## src/rtl/t03_text_pkg.sv

```systemverilog
// -----------------------------------------------------------------------------
// t03_text_pkg
// Shared types and constants for the scanline text overlay.
//   ovl_state_e   : per-line renderer state (idle / fetching / armed / shifting)
//   DEF_X_OFFSET  : default horizontal offset added to x to form the box edge
//   DEF_Y_OFFSET  : default vertical offset added to y to form the box edge
//   COLOR_BLACK   : colour driven outside the box when not transparent
//   in_span()     : overflow-safe "lo <= pos < lo+len" compare on 12-bit values
// -----------------------------------------------------------------------------
package t03_text_pkg;

  typedef enum logic [1:0] {
    ST_IDLE,
    ST_FETCH,
    ST_ARMED,
    ST_SHIFT
  } ovl_state_e;

  localparam int DEF_X_OFFSET = 37;
  localparam int DEF_Y_OFFSET = 29;

  localparam logic [7:0] COLOR_BLACK = 8'h00;

  // Compare in 13 bits so a box edge near the top of the 12-bit range cannot
  // wrap its far edge back to a small value.
  function automatic logic in_span(input logic [11:0] pos,
                                   input logic [11:0] lo,
                                   input logic [11:0] len);
    return ({1'b0, pos} >= {1'b0, lo}) &&
           ({1'b0, pos} <  ({1'b0, lo} + {1'b0, len}));
  endfunction

endpackage

```

## src/rtl/t03_text_overlay_if.sv

```systemverilog
// -----------------------------------------------------------------------------
// t03_text_overlay_if
// Bitmap row fetch port between the overlay (master) and the glyph row store
// (slave).
//   row_req  : master -> slave, request held until row_ack
//   row_addr : master -> slave, bitmap row index, stable while row_req
//   row_ack  : slave -> master, row_data is valid in this cycle
//   row_data : slave -> master, one bitmap row, MSB = leftmost pixel
// -----------------------------------------------------------------------------
interface t03_text_overlay_if #(
  parameter int ROW_W = 108,
  parameter int RA_W  = 3
);

  logic             row_req;
  logic [RA_W-1:0]  row_addr;
  logic             row_ack;
  logic [ROW_W-1:0] row_data;

  modport master (
    output row_req,
    output row_addr,
    input  row_ack,
    input  row_data
  );

  modport slave (
    input  row_req,
    input  row_addr,
    output row_ack,
    output row_data
  );

endinterface

```

## src/rtl/t03_text_row_shifter.sv

```systemverilog
// -----------------------------------------------------------------------------
// t03_text_row_shifter
// Holds one fetched bitmap row and presents it MSB-first, each bit lasting
// 2**SCALE_LOG2 clocks while run is high.
//   clk, rst : clock, asynchronous active-high reset
//   load     : capture data and restart the bit/scale counters
//   data     : bitmap row, MSB = first pixel
//   run      : advance the scale counter this clock
//   bit_out  : current pixel bit (shifter MSB)
//   done     : high on the final clock of the last bit
// -----------------------------------------------------------------------------
module t03_text_row_shifter #(
  parameter int ROW_W      = 108,
  parameter int SCALE_LOG2 = 0
) (
  input  logic             clk,
  input  logic             rst,
  input  logic             load,
  input  logic [ROW_W-1:0] data,
  input  logic             run,
  output logic             bit_out,
  output logic             done
);

  localparam int SC_W = (SCALE_LOG2 > 0) ? SCALE_LOG2 : 1;
  localparam int BC_W = $clog2(ROW_W);
  localparam logic [SC_W-1:0] SC_MAX  = SC_W'((1 << SCALE_LOG2) - 1);
  localparam logic [BC_W-1:0] BC_LAST = BC_W'(ROW_W - 1);

  logic [ROW_W-1:0] sreg;
  logic [SC_W-1:0]  scale_cnt;
  logic [BC_W-1:0]  bit_cnt;
  logic             step;

  assign step    = run && (scale_cnt == SC_MAX);
  assign bit_out = sreg[ROW_W-1];
  assign done    = step && (bit_cnt == BC_LAST);

  // NOTE: the row register is pure datapath and is always loaded before it is
  // read, so it carries no reset; only the control counters are reset.
  always_ff @(posedge clk) begin
    if (load) begin
      sreg <= data;
    end else if (step) begin
      sreg <= {sreg[ROW_W-2:0], 1'b0};
    end
  end

  // NOTE: sequential state uses non-blocking assignments so every register
  // samples pre-edge values regardless of statement order.
  always_ff @(posedge clk or posedge rst) begin
    if (rst) begin
      scale_cnt <= '0;
      bit_cnt   <= '0;
    end else if (load) begin
      scale_cnt <= '0;
      bit_cnt   <= '0;
    end else if (step) begin
      scale_cnt <= '0;
      bit_cnt   <= bit_cnt + 1'b1;
    end else if (run) begin
      scale_cnt <= scale_cnt + 1'b1;
    end
  end

endmodule

```

## src/rtl/t03_text_overlay.sv

```systemverilog
// -----------------------------------------------------------------------------
// t03_text_overlay
// Scanline text renderer. On each line that crosses the text box it fetches one
// bitmap row over the fetch port before the box starts, then shifts it out
// MSB-first with integer horizontal scaling and fg/bg/transparent colouring.
//   clk, rst            : pixel clock, asynchronous active-high reset
//   hcnt, vcnt          : VGA counters (hcnt==0 line start, vcnt==0 frame start)
//   x, y                : box position before the fixed offsets
//   enable              : overlay enable, sampled at line start
//   transparent         : background pixels pass pixel_in
//   fg_color, bg_color  : set-bit colour / clear-bit colour
//   pixel_in            : underlying pixel aligned with hcnt
//   fetch (master)      : row_req / row_addr / row_ack / row_data
//   color, active, miss : registered colour, in-box flag, fetch deadline miss
// -----------------------------------------------------------------------------
module t03_text_overlay
  import t03_text_pkg::*;
#(
  parameter int CHAR_W       = 9,
  parameter int NUM_CHARS    = 12,
  parameter int CHAR_H       = 8,
  parameter int SCALE_X_LOG2 = 0,
  parameter int SCALE_Y_LOG2 = 2,
  parameter int X_OFFSET     = DEF_X_OFFSET,
  parameter int Y_OFFSET     = DEF_Y_OFFSET
) (
  input  logic        clk,
  input  logic        rst,
  input  logic [10:0] hcnt,
  input  logic [10:0] vcnt,
  input  logic [10:0] x,
  input  logic [10:0] y,
  input  logic        enable,
  input  logic        transparent,
  input  logic [7:0]  fg_color,
  input  logic [7:0]  bg_color,
  input  logic [7:0]  pixel_in,
  t03_text_overlay_if.master fetch,
  output logic [7:0]  color,
  output logic        active,
  output logic        miss
);

  localparam int ROW_W = CHAR_W * NUM_CHARS;
  localparam int RA_W  = $clog2(CHAR_H);
  localparam logic [11:0] BOX_H = 12'(CHAR_H << SCALE_Y_LOG2);

  ovl_state_e       state;
  logic [11:0]      x0_q;
  logic [11:0]      y0_q;
  logic             row_req_q;
  logic [RA_W-1:0]  row_addr_q;

  logic [11:0]      hcnt_w;
  logic [11:0]      vcnt_w;
  logic [11:0]      hcnt_p1;
  logic [11:0]      y0_eff;
  logic [11:0]      y_rel;
  logic [RA_W-1:0]  row_sel;
  logic             line_start;
  logic             line_in_box;
  logic             no_window;
  logic             deadline;
  logic             arm_now;
  logic             ack_ok;
  logic             sh_load;
  logic             sh_bit;
  logic             sh_done;
  logic [7:0]       next_color;

  assign hcnt_w     = {1'b0, hcnt};
  assign vcnt_w     = {1'b0, vcnt};
  assign hcnt_p1    = hcnt_w + 12'd1;
  assign line_start = (hcnt == '0);

  // On the first line of a frame the new Y0 is being latched this very cycle;
  // use it directly so that line is judged against the fresh box position.
  assign y0_eff      = (line_start && vcnt == '0) ? ({1'b0, y} + 12'(Y_OFFSET)) : y0_q;
  assign line_in_box = in_span(vcnt_w, y0_eff, BOX_H);
  assign y_rel       = vcnt_w - y0_eff;
  assign row_sel     = RA_W'(y_rel >> SCALE_Y_LOG2);

  // The FSM is one cycle ahead of the pixel it colours: it must already be in
  // SHIFT while hcnt==X0, so arming and the deadline both look at hcnt+1.
  // With X0<=1 there is no fetch window at all; such a line always misses.
  assign no_window = (x0_q <= 12'd1);
  assign deadline  = (hcnt_p1 >= x0_q);
  assign arm_now   = (hcnt_p1 == x0_q);
  assign ack_ok    = fetch.row_ack && !no_window;
  assign sh_load   = (state == ST_FETCH) && ack_ok && !line_start;

  assign fetch.row_req  = row_req_q;
  assign fetch.row_addr = row_addr_q;

  always_ff @(posedge clk or posedge rst) begin
    if (rst) begin
      state      <= ST_IDLE;
      row_req_q  <= 1'b0;
      row_addr_q <= '0;
      miss       <= 1'b0;
      x0_q       <= 12'(X_OFFSET);
      y0_q       <= 12'(Y_OFFSET);
    end else begin
      miss <= 1'b0;
      if (line_start) begin
        x0_q <= {1'b0, x} + 12'(X_OFFSET);
        if (vcnt == '0) begin
          y0_q <= y0_eff;
        end
        if (enable && line_in_box) begin
          state      <= ST_FETCH;
          row_req_q  <= 1'b1;
          row_addr_q <= row_sel;
        end else begin
          state     <= ST_IDLE;
          row_req_q <= 1'b0;
        end
      end else begin
        unique case (state)
          ST_FETCH: begin
            if (ack_ok) begin
              row_req_q <= 1'b0;
              state     <= arm_now ? ST_SHIFT : ST_ARMED;
            end else if (deadline) begin
              row_req_q <= 1'b0;
              miss      <= 1'b1;
              state     <= ST_IDLE;
            end
          end
          ST_ARMED: begin
            if (arm_now) begin
              state <= ST_SHIFT;
            end
          end
          ST_SHIFT: begin
            if (sh_done) begin
              state <= ST_IDLE;
            end
          end
          default: state <= ST_IDLE;
        endcase
      end
    end
  end

  t03_text_row_shifter #(
    .ROW_W      (ROW_W),
    .SCALE_LOG2 (SCALE_X_LOG2)
  ) u_shifter (
    .clk     (clk),
    .rst     (rst),
    .load    (sh_load),
    .data    (fetch.row_data),
    .run     (state == ST_SHIFT),
    .bit_out (sh_bit),
    .done    (sh_done)
  );

  // NOTE: every combinational output gets a default first so no path can
  // leave it unassigned and infer a latch.
  always_comb begin
    next_color = transparent ? pixel_in : COLOR_BLACK;
    if (state == ST_SHIFT) begin
      if (sh_bit) begin
        next_color = fg_color;
      end else if (!transparent) begin
        next_color = bg_color;
      end
    end
  end

  always_ff @(posedge clk or posedge rst) begin
    if (rst) begin
      color  <= COLOR_BLACK;
      active <= 1'b0;
    end else begin
      color  <= next_color;
      active <= (state == ST_SHIFT);
    end
  end

endmodule
```

## src/flat_wrapper.sv

```systemverilog
// flat-port wrapper written by rule: the top's interface ports become plain ports
module t03_text_overlay_flat import t03_text_pkg::*;
#(
  parameter int CHAR_W       = 9,
  parameter int NUM_CHARS    = 12,
  parameter int CHAR_H       = 8,
  parameter int SCALE_X_LOG2 = 0,
  parameter int SCALE_Y_LOG2 = 2,
  parameter int X_OFFSET     = DEF_X_OFFSET,
  parameter int Y_OFFSET     = DEF_Y_OFFSET
)
  (clk, rst, hcnt, vcnt, x, y, enable, transparent, fg_color, bg_color, pixel_in, color, active, miss, fetch_row_req, fetch_row_addr, fetch_row_ack, fetch_row_data);
  t03_text_overlay_if fetch_i ();
  input  logic clk;
  input  logic rst;
  input  logic [10:0] hcnt;
  input  logic [10:0] vcnt;
  input  logic [10:0] x;
  input  logic [10:0] y;
  input  logic enable;
  input  logic transparent;
  input  logic [7:0] fg_color;
  input  logic [7:0] bg_color;
  input  logic [7:0] pixel_in;
  output logic [7:0] color;
  output logic active;
  output logic miss;
  output wire logic [$bits(fetch_i.row_req)-1:0] fetch_row_req;
  output wire logic [$bits(fetch_i.row_addr)-1:0] fetch_row_addr;
  input wire logic [$bits(fetch_i.row_ack)-1:0] fetch_row_ack;
  input wire logic [$bits(fetch_i.row_data)-1:0] fetch_row_data;
  assign fetch_row_req = fetch_i.row_req;
  assign fetch_row_addr = fetch_i.row_addr;
  assign fetch_i.row_ack = fetch_row_ack;
  assign fetch_i.row_data = fetch_row_data;
  t03_text_overlay #(.CHAR_W(CHAR_W), .NUM_CHARS(NUM_CHARS), .CHAR_H(CHAR_H), .SCALE_X_LOG2(SCALE_X_LOG2), .SCALE_Y_LOG2(SCALE_Y_LOG2), .X_OFFSET(X_OFFSET), .Y_OFFSET(Y_OFFSET)) u_core (.clk(clk), .rst(rst), .hcnt(hcnt), .vcnt(vcnt), .x(x), .y(y), .enable(enable), .transparent(transparent), .fg_color(fg_color), .bg_color(bg_color), .pixel_in(pixel_in), .fetch(fetch_i), .color(color), .active(active), .miss(miss));
endmodule
```

## config.mk

```make
export PLATFORM = sky130hd
export DESIGN_NAME = t03_text_overlay_flat
export DESIGN_NICKNAME = d
export VERILOG_FILES = /design/src/rtl/t03_text_pkg.sv /design/src/rtl/t03_text_overlay_if.sv /design/src/rtl/t03_text_row_shifter.sv /design/src/rtl/t03_text_overlay.sv /design/src/flat_wrapper.sv
export SDC_FILE = /design/constraint.sdc
export NUM_CORES = 1
export LEC_CHECK = 0
export CORE_MARGIN = 2
export CORE_UTILIZATION = 25
export DETAILED_ROUTE_END_ITERATION = 12
export SETUP_SLACK_MARGIN = 0.2
export SLEW_MARGIN = 20
export SYNTH_ARGS = -nofsm -noshare
export SYNTH_HDL_FRONTEND = slang
export SYNTH_SLANG_ARGS = --single-unit
```

## constraint.sdc

```tcl
create_clock -name clk -period 4.3 [get_ports clk]
set_clock_uncertainty 0.15 [all_clocks]
set_input_delay 0.86 -clock clk [delete_from_list [all_inputs] [get_ports clk]]
set_output_delay 0.86 -clock clk [all_outputs]
set_load 0.005 [all_outputs]
```

==> results of run 1 <==
==> area by class of cell <==
| cell class | instances | area [µm²] |
|---|---|---|
| clock inverter | 14 | 148 |
| multi-input combinational | 625 | 3650 |
| tap | 402 | 503 |
| antenna | 3 | 7.51 |
| inverter | 32 | 120 |
| sequential | 156 | 4450 |
| timing repair buffer | 280 | 2610 |
| clock buffer | 18 | 429 |
| fill | 3148 | 19800 |
==> per-layer routing <==
layer / vias to the layer above / global-route usage (%)
li1: 3395 / -
met1: 3185 / 17.5
met2: 188 / 21.9
met3: 17 / 4.83
met4: 6 / 2.75
met5: - / 0
==> how the worst max path moves through the flow <==
stage,startpoint,to,slack (ns),cells after the start
2_1_floorplan,hcnt[5],u_core.fetch.row_addr[0],0.1,17
3_3_place_gp,hcnt[5],u_core.fetch.row_addr[1],-0.46,18
3_5_place_dp,vcnt[1],u_core.fetch.row_addr[1],-0.60,19
4_1_cts,vcnt[4],u_core.fetch.row_addr[0],0.20,19
5_1_grt,hcnt[3],u_core.fetch.row_addr[2],0.13,17
6_report,vcnt[1],u_core.fetch.row_addr[0],0.28,21
==> worst reg2reg max path: stages (launching register included) <==
cell and delay [ns]:
dfrtp_1 0.40, nand2_4 0.09, nand2_4 0.05, buf_4 0.13
ha_4 0.15, and3_4 0.17, a32o_2 0.23, xor2_1 0.17
ha_1 0.29, o211ai_1 0.11, a41oi_2 0.07, o31ai_2 0.09
a32oi_1 0.08, a2111o_2 0.48, mux2_4 0.32
==> flip-flops by register name, indices dropped and copies added, names as in the netlist <==
register,count
u_core.u_shifter.sreg,108
u_core.x0_q,12
u_core.y0_q,12
u_core.color,8
u_core.u_shifter.bit_cnt,7
u_core.fetch.row_addr,3
u_core.state,2
u_core.active,1
u_core.fetch.row_req,1
u_core.miss,1
u_core.u_shifter.scale_cnt,1
==> cell usage after synthesis, types with 5 or more instances <==
master	number
nand4_1	5
xnor2_1	22
ha_1	37
nor2_1	27
nand2_1	371
clkbuf_1	26
dfstp_2	7
a21oi_1	13
o21ai_0	17
o211ai_1	5
inv_1	32
o31ai_1	5
a21o_1	6
nor3_1	6
dfrtp_1	41
nand3_1	17
edfxtp_1	108
xor2_1	14
and3_1	8
a22o_1	16
nor4_1	5
==> logic make-up (layout without fill, tap and decap cells) <==
family	after synthesis	after routing
AOI/OAI and AO/OA	83	83
and+or+nand+nor	461	461
other	0	3
buffers and inverters	63	344
DFF	156	156
adders and majority gates	37	37
muxes	7	7
xor gates and xnor gates	37	37
==> power groups by stage <==
| stage | Combinational, mW | Sequential [mW] | Clock, mW |
|---|---|---|---|
| 3_3_place_gp | 0.345 | 1.63 | 0 |
| 5_1_grt | 0.383 | 1.60 | 1.63 |
| 3_5_place_dp | 0.346 | 1.63 | 0 |
| 4_1_cts | 0.351 | 1.60 | 1.57 |
| 6_report | 0.352 | 1.60 | 1.51 |
| 2_1_floorplan | 0.0903 | 1.63 | 0 |
==> through the flow <==
stage,utilization (%),setup TNS (ns),std cells
after floorplan,-,0,844
after global placement,35.1,-2.10,1483
after detailed placement,35.1,-2.80,1483
after CTS,37.3,0,1522
after global routing,37.5,0,1527
final,37.6,0,1530
==> timing repair <==
| item | 4_1_cts | 5_1_grt |
|---|---|---|
| gates resized for setup | 55 | 58 |
| pin swaps | 19 | 22 |
| buffers inserted | 7 | 5 |
| endpoints found under the setup margin | 5 | 5 |
==> run metrics, run 1 <==
CP Capture Type flop; Sw Ratio 24.8%; initial antenna violation count 6; Reg clk slew, reported paths 0.07 ns; WL met2 10300 µm; post-synthesis compound-gate area fraction 7.25%; Design Power 3.46 mW; simple-gate area share of the yosys netlist 23.7%; RSZ-0062 raised after global routing true; mux contribution to synthesized area 1.24%; commonest non-fill, non-tap cell in the layout nand2_1; hold_sp u_core.y0_q[4]; die height 184 µm; Synth Area in XOR/XNOR 4.10%; critical path required time 4.45 ns; fin. max-slew vios 0; post-route ant nets 0; critical path peak fanout 4; largest family of logic cells by synthesized area simple AND/OR/NAND/NOR gates; post-synthesis register bit count 156; pin count of the biggest net entering global routing 111; WL final 22500 µm; GRT Residual Overflow 0; dpl hpwl 16500 µm; Syn Nets 1062; M1 WL 10300 µm; Worst Setup Start Kind input port; Netlist Area Pre-Place 8090 µm²; Hold Path End u_core.y0_q[4]; DR top layer met5; Sw Pwr 0.857 mW; asr flop ratio synth 30.8%; DRC marker count from the first detailed-route iteration 400; FMAX 249 MHz; CTS tree built; DR WL/cell 14.7 µm; Pint 2.60 mW; final RePlAce weighted congestion 0.824; Die Area 33800 µm²; Slowest cell on crit path a2111o_2; Setup-failing EPs final 0; most frequent cells in the layout nand2_1 (364), clkdlybuf4s50_1 (166), edfxtp_1 (108); Ys Warns 0; top-area cell type share of the netlist area 40.1%; worst path cell trace buf_6 -> nor4_4 -> buf_4 -> nand3_2 -> buf_6 -> nor2_4 -> nand2_2 -> nand2_4 -> buf_4 -> ha_4 -> inv_2 -> nor3_1 -> a32o_2 -> xor2_1 -> ha_1 -> o211ai_1 -> a41oi_2 -> o31ai_2 -> a32oi_1 -> a2111o_2 -> mux2_4; CTS buffer count 17; via count 6791; Hold Crit Class flop to flop; most used flip-flop cell after synthesis edfxtp_1; worst r2r dst u_core.fetch.row_addr[0]; crit-path leading delay family compound AO/OA/AOI/OAI gates; outcome finished, final reports clean; cts hold-fix bufs 0; Final period util 93.4%; Top Ports 195; share of layout cells above drive strength 1 17.2%; maxcap violations 0; placed cell areas 11100 µm²; Reg power frac 46.3%; Synth area leader edfxtp_1; Initial Util 25.5%; Die W 184 µm; Remaining DRCs 0; WL met3 1710 µm; dpl ws -0.596 ns; Synth Area in Adders 5.72%; Synth Instances 844; global-route wire length before repair 35700 µm; Final Net Count 1330; leakage 4.68 nW; Gate power share 10.2%; Clk Tree Root Cell clkbuf_16; R2R setup slack 1.22 ns; Worst Hold Slack 0.322 ns; H-tree depth 4; actual slew at the worst max-slew pin 1.02 ns; PD cells 290 nW/µm²; Seq/Total Area, Yosys 55.0%; Worst-Skew Late Latency 0.43 ns; Post-synth EDFFs 108; Slew HR 31.7%; Max IR drop VDD 0.000231 V; vias in the first global route 6898; Avg Cell Area, Syn 9.59 µm²; post-layout min period 4.02 ns; R2R Path Start u_core.y0_q[6]; Total GRT Usage 13.6%; fin worst setup slack 0.285 ns; post-route cell area 11900 µm²; total core area 31700 µm²; clock sink count 156; drt via density 4.44; Worst Hold Path Cells 2; Hold Vio Cnt, Final 0; DRT Pass-1 Iters 5; Netlist cell types 58; port bufs 194; peak per-stage delay on the critical path 0.48 ns; worst r2r path cells 14; row cnt 65; power share of the clock group 43.5%; ranking of synthesized cells by area edfxtp_1 (40%), nand2_1 (17%), dfrtp_1 (13%); CP arrival 4.17 ns; CP Class input port to flop; area overhead of the layout relative to synthesis 47.2%; buffers plus inverters on the worst setup path 5; CTS Buffer Depth 2
Note: power is estimated with default switching activity, not from simulation.
==> run 2: changes to the inputs <==
CORE_UTILIZATION = 45   (was 25)
PLACE_DENSITY = 0.76   (was not set)
==> run metrics, run 2 (same netlist as run 1, synthesis figures left out) <==
Slowest cell on crit path a2111o_2; fin worst setup slack 0.219 ns; Hold Crit Class flop to flop; dpl hpwl 15200 µm; initial antenna violation count 1; area overhead of the layout relative to synthesis 44.6%; vias in the first global route 7000; Setup-failing EPs final 0; PD cells 301 nW/µm²; commonest non-fill, non-tap cell in the layout nand2_1; global-route wire length before repair 33900 µm; GRT Residual Overflow 0; DRC marker count from the first detailed-route iteration 404; fin. max-slew vios 0; leakage 4.66 nW; Remaining DRCs 0; post-route ant nets 0; critical path required time 4.46 ns; H-tree depth 4; DRT Pass-1 Iters 4; clock sink count 156; critical path peak fanout 4; Final period util 94.9%; Clk Tree Root Cell clkbuf_16; dpl ws -0.664 ns; CP Class input port to flop; FF/Latch Area 4450 µm²; worst path cell trace clkbuf_2 -> nor4_4 -> nand3_4 -> buf_6 -> nor2_4 -> nand2_2 -> nand2_4 -> inv_2 -> or3_4 -> xnor2_2 -> ha_1 -> o21a_1 -> o211ai_1 -> a41oi_1 -> o31ai_1 -> a32oi_1 -> a2111o_2 -> mux2_4; final core utilization 65.8%; die height 138 µm; share of layout cells above drive strength 1 17.0%; CTS buffer count 17; Die W 138 µm; WL final 20800 µm; drt via density 5.07; most frequent cells in the layout nand2_1 (364), clkdlybuf4s50_1 (166), edfxtp_1 (108); via count 6870; filler instances 1425; Max IR drop VDD 0.000259 V; total core area 17800 µm²; Reg with most FFs u_core.u_shifter.sreg; maxcap violations 0; CP arrival 4.24 ns; peak per-stage delay on the critical path 0.49 ns; Largest register FFs 108; Hold Vio Cnt, Final 0; post-layout min period 4.08 ns; final RePlAce weighted congestion 0.847; top flop regs u_core.u_shifter.sreg: 108 flops, u_core.x0_q: 12 flops, u_core.y0_q: 12 flops; RSZ-0062 raised after global routing true; Die Area 19100 µm²; row cnt 49; CTS tree built; port bufs 194; area taken by multi-input logic gates 3630 µm²; Final Net Count 1330; Worst Setup Start Kind input port; Total GRT Usage 22.1%; pin count of the biggest net entering global routing 92; post-route cell area 11700 µm²; CTS Buffer Depth 2; Worst-Skew Late Latency 0.42 ns; DR WL/cell 15.4 µm; Initial Util 45.5%; Slew HR 32.1%; cts hold-fix bufs 0; FMAX 245 MHz; CP Capture Type flop; Top Ports 195; placed cell areas 10900 µm²; actual slew at the worst max-slew pin 1.02 ns; Reg clk slew, reported paths 0.07 ns; outcome finished, final reports clean
run 2: cell types whose count changed in the layout (fill, tap and decap cells not counted), sizes merged:
| cell | before | now |
|---|---|---|
| clkdlybuf4s15 | 2 | 5 |
| buf | 92 | 97 |
| diode | 3 | 1 |
| inv | 41 | 40 |
| dlymetal6s2s | 5 | 1 |
| clkbuf | 30 | 21 |
| bufinv | 0 | 2 |
| dlygate4sd2 | 3 | 7 |
run 2: cell type report:
cell class	instances	share of cell area, %
Sequential cell	156	38.0
Multi-Input combinational cell	625	31.0
Timing Repair Buffer	280	22.1
Clock buffer	17	3.63
Tap cell	229	2.45
Clock inverter	15	1.68
Inverter	32	1.04
Antenna cell	1	0.0214
run 2: path summary, 6_finish.rpt:
check,startpoint,endpoint,slack [ns],cells after the start
worst max-delay path,vcnt[3],u_core.fetch.row_addr[1],0.22,18
worst min-delay path,u_core.x0_q[0],u_core.x0_q[0],0.34,2
worst max register to register,u_core.y0_q[6],u_core.fetch.row_addr[1],1.25,13
worst min register to register,u_core.x0_q[0],u_core.x0_q[0],0.34,2
max in group asynchronous,rst,u_core.x0_q[1],2.72,2
min in group asynchronous,rst,u_core.color[5],0.76,2
run 2: critical path: cells and delay by family:
kind,cells,cell delay (ns)
mux,1,0.32
simple gates,6,1.26
fa+ha+maj,1,0.30
buf+inv,3,0.29
compound gates,6,1.05
xor+xnor,1,0.15
run 2: layer usage:
| layer | vias to the layer above | share of wire, % | GRT usage [%] |
|---|---|---|---|
| met5 | - | 0 | 0 |
| met1 | 3244 | 41 | 27.0 |
| met3 | 30 | 7.6 | 6.30 |
| li1 | 3389 | - | - |
| met4 | 0 | 2.0 | 7.41 |
| met2 | 207 | 49 | 37.7 |
run 2: where the power goes:
group	internal, mW	leakage, nW	switching (mW)
clock network	0.892	0.300	0.679
logic	0.222	3.16	0.125
registers	1.60	1.19	0.00341
run 2: timing repair:
action,in CTS,in global routing
gates resized for setup,93,23
endpoints found under the setup margin,5,5
pin swaps,20,17
setup buffers,10,2
endpoints found under the hold margin,0,0
run 2: through the flow:
stage	TNS (ns)	hold slack, ns	power (mW)	cells
4_1_cts	0	0.345	3.55	1352
3_5_place_dp	-3.09	0.336	1.97	1310
2_1_floorplan	0	0.291	1.72	844
5_1_grt	0	0.379	3.64	1354
3_3_place_gp	-2.73	0.312	1.97	1310
6_report	0	0.336	3.52	1355
==> run 3: changes to the inputs <==
ABC_AREA = 1   (was not set)
CORE_UTILIZATION = 40   (was 45)
PLACE_DENSITY = 0.69   (was 0.76)
==> run metrics, run 3 <==
global-route wire length before repair 31800 µm; Final period util 88.3%; outcome finished, final reports clean; CP Class input port to flop; cts hold-fix bufs 0; Die Area 21900 µm²; Hold Crit Class flop to flop; placed cell areas 10700 µm²; Ys Warns 0; power share of the clock group 44.8%; pin count of the biggest net entering global routing 77; crit-path leading delay family simple AND/OR/NAND/NOR gates; PD cells 304 nW/µm²; critical path required time 4.46 ns; dpl ws 0.0231 ns; post-route ant nets 0; FMAX 264 MHz; Pint 2.67 mW; row cnt 52; post-synthesis register bit count 156; Clk Tree Root Cell clkbuf_16; Sw Ratio 22.4%; Sw Pwr 0.770 mW; asr flop ratio synth 30.8%; worst path cell trace clkdlybuf4s50_1 -> inv_1 -> ha_1 -> nand2_1 -> nor2_2 -> nand2_2 -> nor2_8 -> or2_2 -> o21ai_1 -> inv_1 -> ha_1 -> inv_1 -> ha_1 -> a21oi_2 -> nor2_1 -> a211oi_2 -> o21ai_1 -> nand3_1 -> nand2_1 -> a21oi_2 -> nand2_2 -> nand2_1 -> nand2_1; CTS Buffer Depth 2; commonest non-fill, non-tap cell in the layout nand2_1; initial antenna violation count 0; Avg Cell Area, Syn 8.62 µm²; actual slew at the worst max-slew pin 0.869 ns; Total GRT Usage 18.0%; placed cells 1426; Top Ports 195; hold_sp u_core.x0_q[11]; filler instances 1817; Worst Setup Start Kind input port; peak per-stage delay on the critical path 0.47 ns; Seq/Total Area, Yosys 53.7%; post-route cell area 11300 µm²; Gate power share 8.7%; via count 6875; Netlist Area Pre-Place 8290 µm²; top-count cell post-synth nand2_1; WL final 19600 µm; CP startpoint hcnt[0]; buffers plus inverters on the worst setup path 4; DRT Pass-1 Iters 5; Antenna Cells 0; Synth Instances 962; RSZ-0062 raised after global routing false; Worst-Skew Late Latency 0.42 ns; Synth area leader edfxtp_1; Remaining DRCs 0; vias in the first global route 6655; most used flip-flop cell after synthesis edfxtp_1; Initial Util 40.8%; post-layout min period 3.80 ns; GRT Residual Overflow 0; fin. max-slew vios 0; leakage 4.69 nW; R2R Path Start u_core.y0_q[5]; CP arrival 3.96 ns; total core area 20300 µm²; Post-synth EDFFs 108; fin worst setup slack 0.505 ns; most frequent cells in the layout nand2_1 (428), clkdlybuf4s50_1 (193), edfxtp_1 (108); DR WL/cell 13.4 µm; Slew HR 42.1%; Max IR drop VDD 0.000251 V; top-area cell type share of the netlist area 39.1%; ranking of synthesized cells by area edfxtp_1 (39%), nand2_1 (19%), dfrtp_1 (12%); Setup-failing EPs final 0; CP Capture Type flop; area overhead of the layout relative to synthesis 36.7%; CTS buffer count 17; Largest register FFs 108; Syn Nets 1180; Slowest cell on crit path clkdlybuf4s50_1; Hold Vio Cnt, Final 0; Netlist cell types 41; DRC marker count from the first detailed-route iteration 355; share of layout cells above drive strength 1 7.98%; Post-synth top cells nand2_1 (430), edfxtp_1 (108), inv_1 (83), nand3_1 (68), dfrtp_1 (41); Reg clk slew, reported paths 0.06 ns; maxcap violations 0; critical path peak fanout 5; Die W 148 µm; final RePlAce weighted congestion 0.833; most used cell, CP nand2_1; Reg with most FFs u_core.u_shifter.sreg; port bufs 194; top flop regs u_core.u_shifter.sreg: 108 flops, u_core.x0_q: 12 flops, u_core.y0_q: 12 flops; Non-Filler Instances 1460; H-tree depth 4; Final Net Count 1395; CTS tree built; clock sink count 156; die height 148 µm; Worst Hold Slack 0.340 ns; dpl hpwl 14100 µm; drt via density 4.71; Reg power frac 46.5%; setup TNS 0 ns
[run 3: cell families after synthesis]
group	synth area share, %
adder cells (fa/ha/maj)	5.59
flip-flops	53.7
buffers and inverters	5.75
XOR/XNOR	2.43
AO/OA/AOI/OAI	4.14
AND/OR/NAND/NOR	28.4
[run 3: per-stage QoR]
step,power [mW],util [%]
3_5_place_dp,1.93,52.7
3_3_place_gp,1.93,52.7
2_1_floorplan,1.71,-
4_1_cts,3.47,55.6
6_report,3.44,55.8
5_1_grt,3.55,55.8
[run 3: worst min-delay path: stages (launching register included)]
cell     delay (ns)
dfrtp_1        0.34
nand2_1        0.06
o31ai_1        0.05
[run 3: what timing repair did]
action                     in CTS  in global routing
hold endpoints to repair        0                  0
setup endpoints to repair       0                  5
gates resized for setup         0                  6
setup buffers                   0                  2
[run 3: path summary, 6_finish.rpt]
path                                       endpoint  slack, ns  cells after the start
max                        u_core.fetch.row_addr[0]       0.50                     23
min                                 u_core.x0_q[11]       0.34                      2
max reg2reg                u_core.fetch.row_addr[0]       1.61                     16
min reg2reg                         u_core.x0_q[11]       0.34                      2
max in group asynchronous           u_core.x0_q[10]       2.71                      2
min in group asynchronous           u_core.color[7]       0.76                      2
[run 3: layer usage]
metal	up-vias	wire (µm)	GRT usage (%)
li1	3555	-	-
met2	185	9370	29.7
met5	-	0	0
met1	3114	8830	24.3
met4	0	318	5.52
met3	21	1080	3.18
[run 3: power by group through the flow]
stage	logic (mW)	registers, mW	clock network [mW]
final	0.298	1.60	1.54
after global routing	0.327	1.60	1.63
after CTS	0.300	1.60	1.57
after detailed placement	0.298	1.63	0
after global placement	0.297	1.63	0
after floorplan	0.0820	1.63	0
[run 3: layout make-up]
| class | count | area (µm²) | share of cell area (%) |
|---|---|---|---|
| well taps | 270 | 338 | 2.98 |
| multi-input cells | 691 | 3390 | 29.9 |
| clock inverters | 14 | 176 | 1.56 |
| clock buffers | 18 | 429 | 3.79 |
| repair buffers | 226 | 2220 | 19.6 |
| inverters | 85 | 322 | 2.84 |
| flip-flops and latches | 156 | 4450 | 39.3 |
